===== src/rtl/ff_bank_universal_pkg.sv =====
// Shared definitions for the universal flip-flop bank: mode encodings and mode type.
// Imported by the cell, the bank top and the bus interface.
package ff_pkg;

  typedef logic [1:0] ff_mode_t;

  localparam ff_mode_t FF_MODE_D  = 2'd0;
  localparam ff_mode_t FF_MODE_T  = 2'd1;
  localparam ff_mode_t FF_MODE_JK = 2'd2;
  localparam ff_mode_t FF_MODE_SR = 2'd3;

endpackage


===== src/rtl/ff_bank_universal_if.sv =====
// Bus bundle for the flip-flop bank: control/data towards the bank, state and flags back.
// The master modport drives the bank; the slave modport is the bank itself.
interface ff_bank_universal_if #(
  parameter int WIDTH = 8
);
  import ff_pkg::*;

  logic             en;
  ff_mode_t         mode;
  logic [WIDTH-1:0] a;
  logic [WIDTH-1:0] b;
  logic             err_clr;
  logic [WIDTH-1:0] q;
  logic [WIDTH-1:0] qb;
  logic [WIDTH-1:0] chg;
  logic             sr_err;

  modport master (
    output en, mode, a, b, err_clr,
    input  q, qb, chg, sr_err
  );

  modport slave (
    input  en, mode, a, b, err_clr,
    output q, qb, chg, sr_err
  );

endinterface


===== src/rtl/ff_bank_universal_cell.sv =====
// One universal flip-flop bit (D/T/JK/SR selected at run time) with registered
// complement, change flag and a combinational SR-illegal indication.
module ff_cell
  import ff_pkg::*;
(
  input  logic     clk,
  input  logic     rst,
  input  logic     i_en,
  input  ff_mode_t i_mode,
  input  logic     i_a,
  input  logic     i_b,
  input  logic     i_rstVal,
  output logic     o_q,
  output logic     o_qb,
  output logic     o_chg,
  output logic     o_illegal
);

  logic r_q;
  logic r_qb;
  logic r_chg;
  logic w_qNext;

  always_comb begin
    w_qNext = r_q;
    if (i_en) begin
      unique case (i_mode)
        FF_MODE_D:  w_qNext = i_a;
        FF_MODE_T:  w_qNext = r_q ^ i_a;
        FF_MODE_JK: begin
          unique case ({i_a, i_b})
            2'b00:   w_qNext = r_q;
            2'b01:   w_qNext = 1'b0;
            2'b10:   w_qNext = 1'b1;
            default: w_qNext = ~r_q;
          endcase
        end
        default: begin
          // S=R=1 is illegal for SR; the bit simply keeps its value
          unique case ({i_a, i_b})
            2'b01:   w_qNext = 1'b0;
            2'b10:   w_qNext = 1'b1;
            default: w_qNext = r_q;
          endcase
        end
      endcase
    end
  end

  // qb is its own register loaded with the complement so it never lags q
  always_ff @(posedge clk) begin
    if (rst) begin
      r_q   <= i_rstVal;
      r_qb  <= ~i_rstVal;
      r_chg <= 1'b0;
    end else begin
      r_q   <= w_qNext;
      r_qb  <= ~w_qNext;
      r_chg <= i_en & (w_qNext ^ r_q);
    end
  end

  assign o_q       = r_q;
  assign o_qb      = r_qb;
  assign o_chg     = r_chg;
  assign o_illegal = i_en & (i_mode == FF_MODE_SR) & i_a & i_b;

endmodule


===== src/rtl/ff_bank_universal.sv =====
// WIDTH-bit bank of universal flip-flops sharing one mode, plus a sticky flag
// that records any SR illegal input until explicitly cleared.
module ff_bank_universal
  import ff_pkg::*;
#(
  parameter int               WIDTH     = 8,
  parameter logic [WIDTH-1:0] RESET_VAL = {WIDTH{1'b0}}
) (
  input logic                clk,
  input logic                rst,
  ff_bank_universal_if.slave bus
);

  logic [WIDTH-1:0] w_q;
  logic [WIDTH-1:0] w_qb;
  logic [WIDTH-1:0] w_chg;
  logic [WIDTH-1:0] w_illegal;
  logic             r_srErr;

  for (genvar i = 0; i < WIDTH; i++) begin : g_cell
    ff_cell u_cell (
      .clk       (clk),
      .rst       (rst),
      .i_en      (bus.en),
      .i_mode    (bus.mode),
      .i_a       (bus.a[i]),
      .i_b       (bus.b[i]),
      .i_rstVal  (RESET_VAL[i]),
      .o_q       (w_q[i]),
      .o_qb      (w_qb[i]),
      .o_chg     (w_chg[i]),
      .o_illegal (w_illegal[i])
    );
  end

  // A new illegal input outranks a simultaneous clear so no event is lost
  always_ff @(posedge clk) begin
    if (rst) begin
      r_srErr <= 1'b0;
    end else if (|w_illegal) begin
      r_srErr <= 1'b1;
    end else if (bus.err_clr) begin
      r_srErr <= 1'b0;
    end
  end

  assign bus.q      = w_q;
  assign bus.qb     = w_qb;
  assign bus.chg    = w_chg;
  assign bus.sr_err = r_srErr;

endmodule


===== src/flat_wrapper.sv =====
// flat-port wrapper written by rule: the top's interface ports become plain ports
module ff_bank_universal_flat import ff_pkg::*;
#(
  parameter int               WIDTH     = 8,
  parameter logic [WIDTH-1:0] RESET_VAL = {WIDTH{1'b0}}
)
  (clk, rst, bus_en, bus_mode, bus_a, bus_b, bus_err_clr, bus_q, bus_qb, bus_chg, bus_sr_err);
  ff_bank_universal_if #(.WIDTH(WIDTH)) bus_i ();
  input logic clk;
  input logic rst;
  input wire logic [$bits(bus_i.en)-1:0] bus_en;
  input wire logic [$bits(bus_i.mode)-1:0] bus_mode;
  input wire logic [$bits(bus_i.a)-1:0] bus_a;
  input wire logic [$bits(bus_i.b)-1:0] bus_b;
  input wire logic [$bits(bus_i.err_clr)-1:0] bus_err_clr;
  output wire logic [$bits(bus_i.q)-1:0] bus_q;
  output wire logic [$bits(bus_i.qb)-1:0] bus_qb;
  output wire logic [$bits(bus_i.chg)-1:0] bus_chg;
  output wire logic [$bits(bus_i.sr_err)-1:0] bus_sr_err;
  assign bus_i.en = bus_en;
  assign bus_i.mode = bus_mode;
  assign bus_i.a = bus_a;
  assign bus_i.b = bus_b;
  assign bus_i.err_clr = bus_err_clr;
  assign bus_q = bus_i.q;
  assign bus_qb = bus_i.qb;
  assign bus_chg = bus_i.chg;
  assign bus_sr_err = bus_i.sr_err;
  ff_bank_universal #(.WIDTH(WIDTH), .RESET_VAL(RESET_VAL)) u_core (.clk(clk), .rst(rst), .bus(bus_i));
endmodule

===== config.mk =====
export PLATFORM = sky130hd
export DESIGN_NAME = ff_bank_universal_flat
export DESIGN_NICKNAME = d
export VERILOG_FILES = /design/src/rtl/ff_bank_universal_pkg.sv /design/src/rtl/ff_bank_universal_if.sv /design/src/rtl/ff_bank_universal_cell.sv /design/src/rtl/ff_bank_universal.sv /design/src/flat_wrapper.sv
export SDC_FILE = /design/constraint.sdc
export NUM_CORES = 1
export LEC_CHECK = 0
export BUFFER_PORTS_ARGS = -buffer_cell sky130_fd_sc_hd__buf_2
export CAP_MARGIN = 20
export CORE_ASPECT_RATIO = 0.8
export CORE_MARGIN = 4
export CORE_UTILIZATION = 58
export CTS_BUF_LIST = sky130_fd_sc_hd__clkbuf_2 sky130_fd_sc_hd__clkbuf_4 sky130_fd_sc_hd__clkbuf_8
export DETAILED_ROUTE_END_ITERATION = 8
export GPL_ROUTABILITY_DRIVEN = 0
export PLACE_DENSITY = 0.87
export SETUP_SLACK_MARGIN = 0.5
export SLEW_MARGIN = 15
export SYNTH_ARGS = -nofsm -noshare
export SYNTH_HDL_FRONTEND = slang
export SYNTH_HIERARCHICAL = 1
export SYNTH_SLANG_ARGS = --single-unit

===== constraint.sdc =====
create_clock -name clk -period 3.19 [get_ports clk]
set_input_delay 0 -clock clk [delete_from_list [all_inputs] [get_ports clk]]
set_output_delay 0 -clock clk [all_outputs]
set_load 0.005 [all_outputs]

==> flow_summary.toml <==
[route]
dr.pass1.iters = 4
detail-route-antenna-nets = 0
dr_total_vias = 1557
finalWirelength_mm = 3.53
drc = 0
initialDrtViolationCount = 67
routedWlPerCell_um = 12.4
viasPerCell = 5.44

[global_routing]
grt_overflow = 0
grt_start_max_net_pins = 42
grt_pass1_wl_mm = 6.04
antenna_found_initial = 0
grt_use_total = 0.180
grt_pass1_vias = 1380

[synth]
synth_top_area_frac = 0.289
synth-seq-cells = 25
syn_avg_cell_area_um2 = 9.12
yosysUniqueCellTypes = 22
synthCells = 190
ys_seq_area_frac = 0.289
syn-cell-area_um2 = 1730
synth_top_area_cell = "dfxtp_1"
yosysWarnings = 6
synthTopCellsByArea = "dfxtp_1 (29%), and2b_1 (6.9%), mux2_4 (6.9%)"

[cells_and_area]
antenna_cells = 0
n_fill_cell = 236
area_delta_synth_final_pct = 20.9
stdcell_count = 286
fin_nets = 279
drive_above_1_share = 0.339
final_cell_mix = "buf_2 (46), dfxtp_1 (25), nand2_1 (16), and2b_1 (16), nand2b_1 (9)"
multi_input_area_um2 = 1230
seq_area_um2 = 500
layout_commonest_cell = "buf_2"

[min_path]
min_to = "u_core/g_cell[3].u_cell/o_chg$_SDFF_PP0_"
min_from = "bus_a[3]"
hp-class = "input port to register"
hold_path_depth = 4

[timing]
layout_min_cycle_time_ns = 1.26
rsz0062_at_grt = "false"
finalSetupTns_ns = 0
tightest_slew_ns = 0.712
setup_violations = 0
drv_slew = 0
slew_headroom = 0.525
finalHoldViolCount = 0
fmax_ghz = 0.795
worst_hold_slack_ns = 0.195
finClkSkew_ns = 0.000736
fin_crit_sh = 0.394

[floorplan]
io_pins = 47
initial_utilization = 0.617
fp.dieH_um = 56.9
die-area_um2 = 3930
die-width_um = 69.1
rows = 17
core_region_area_um2 = 2810

[clock_tree]
cts_tree = "done"
path_clk_slew_ns = 0.09
clock-sinks = 25
cts_setup_buffers = 0
cts_max_level = 1
clk_latency_ns = 0.27
cts_buffers = 3
cts-root-buf = "clkbuf_8"
cts_buffer_depth = 2

[pwr]
leakage_nw = 0.956
p_per_area_nw_per_um2 = 377
vdd_drop_max_mv = 0.262
finalPower_w = 0.000790
p_clk_frac = 0.249
power_switching_w = 0.000240
p_comb_frac = 0.289
pwr-share-seq = 0.462
switching_share = 0.304
p_int_w = 0.000550

[critical_path]
end_kind = "register"
r2r_cells = 4
cp-start-kind = "register"
required_ns = 3.39
reg2reg_from = "u_core/g_cell[6].u_cell/o_q$_DFF_P_"
r2r-end = "u_core/g_cell[6].u_cell/o_chg$_SDFF_PP0_"
r2r_setup_slack_ns = 1.93
critPathArrivalTime_ns = 1.46
worstSetupPathType = "register to register"
path_max_fanout = 7

[placed_design]
dp_cells = 281
post-dp-hpwl_mm = 2.52
portBuffers = 46

[flow_run]
drv_cap = 0

[status]
status = "completed"
==> through the flow <==
stage,util,worst slack [ns],instance area [µm²]
detailed placement,0.725,1.85,2040
finish,0.746,1.93,2100
global placement,0.725,1.86,2040
CTS,0.746,1.95,2100
global route,0.746,1.86,2100
floorplan,-,2.02,1760
==> worst max-delay path by stage <==
stage / cells after the start / start / slack (ns) / end
6_report: 4 / u_core/g_cell[6].u_cell/o_q$_DFF_P_ / 1.93 / u_core/g_cell[6].u_cell/o_chg$_SDFF_PP0_
5_1_grt: 4 / u_core/g_cell[6].u_cell/o_q$_DFF_P_ / 1.86 / u_core/g_cell[6].u_cell/o_chg$_SDFF_PP0_
4_1_cts: 4 / u_core/g_cell[1].u_cell/o_q$_DFF_P_ / 1.95 / u_core/g_cell[1].u_cell/o_q$_DFF_P_
3_5_place_dp: 6 / bus_a[2] / 1.85 / u_core/g_cell[2].u_cell/o_q$_DFF_P_
3_3_place_gp: 6 / bus_a[1] / 1.86 / u_core/g_cell[1].u_cell/o_q$_DFF_P_
2_1_floorplan: 4 / u_core/g_cell[0].u_cell/o_q$_DFF_P_ / 2.02 / u_core/g_cell[0].u_cell/o_q$_DFF_P_
==> layout make-up <==
cell class	instances	share of cell area
clock buffer	3	0.0197
sequential	25	0.239
inverter	8	0.0143
clock inverter	1	0.00358
timing repair buffer	47	0.115
multi-input combinational	164	0.586
tap	38	0.0227
==> sequential cells by signal, summed over array words and instances (netlist names) <==
signal	cells
u_core/bus.sr_err	1
u_core/g_cell.u_cell/o_chg	8
u_core/g_cell.u_cell/o_q	8
u_core/g_cell.u_cell/o_qb	8
==> critical path, cell delays in order, from the launching register on <==
cell and delay, ns:
dfxtp_1 0.44, mux2_4 0.19, o21ai_2 0.05, a31oi_2 0.27, mux2i_1 0.23
==> Yosys cell counts <==
master / n
nor4_2: 2
o21ai_1: 8
nand3b_1: 8
a31oi_1: 1
nand2_1: 16
and2b_1: 16
or3b_2: 8
nor2_1: 8
ha_1: 8
o31a_1: 8
conb_1: 1
nand3_1: 8
nand2b_1: 9
nor2b_1: 8
dfxtp_1: 25
o21ai_2: 8
inv_1: 8
a31oi_2: 8
mux2_4: 8
o21ai_0: 8
mux2i_1: 8
o31ai_1: 8
==> routing by layer <==
metal / global-route usage / vias to the layer above / share of wire
met5: 0 / - / 0
met4: 0.0306 / 0 / 0.0051
met3: 0.0483 / 2 / 0.066
met2: 0.308 / 41 / 0.45
met1: 0.229 / 713 / 0.48
li1: - / 801 / -
==> power by group through the flow <==
stage                     combinational [W]  sequential (W)  clock [W]
after floorplan                    0.000140        0.000373          0
after global routing               0.000254        0.000371   0.000218
after global placement             0.000222        0.000372          0
after CTS                          0.000230        0.000366   0.000204
after detailed placement           0.000228        0.000373          0
final                              0.000228        0.000366   0.000197
==> kinds of logic after synthesis <==
| logic type | share of synthesized area |
|---|---|
| other cells | 0.00216 |
| flops | 0.289 |
| buf+inv | 0.0173 |
| fa+ha+maj | 0.0578 |
| simple gates | 0.295 |
| mux | 0.116 |
| compound gates | 0.223 |
==> repair_timing <==
item	in CTS	in global routing
setup endpoints to repair	0	0
gates resized for setup	0	0
hold endpoints to repair	1	0
hold buffers	1	0
Power figures use the tool's default switching activity.
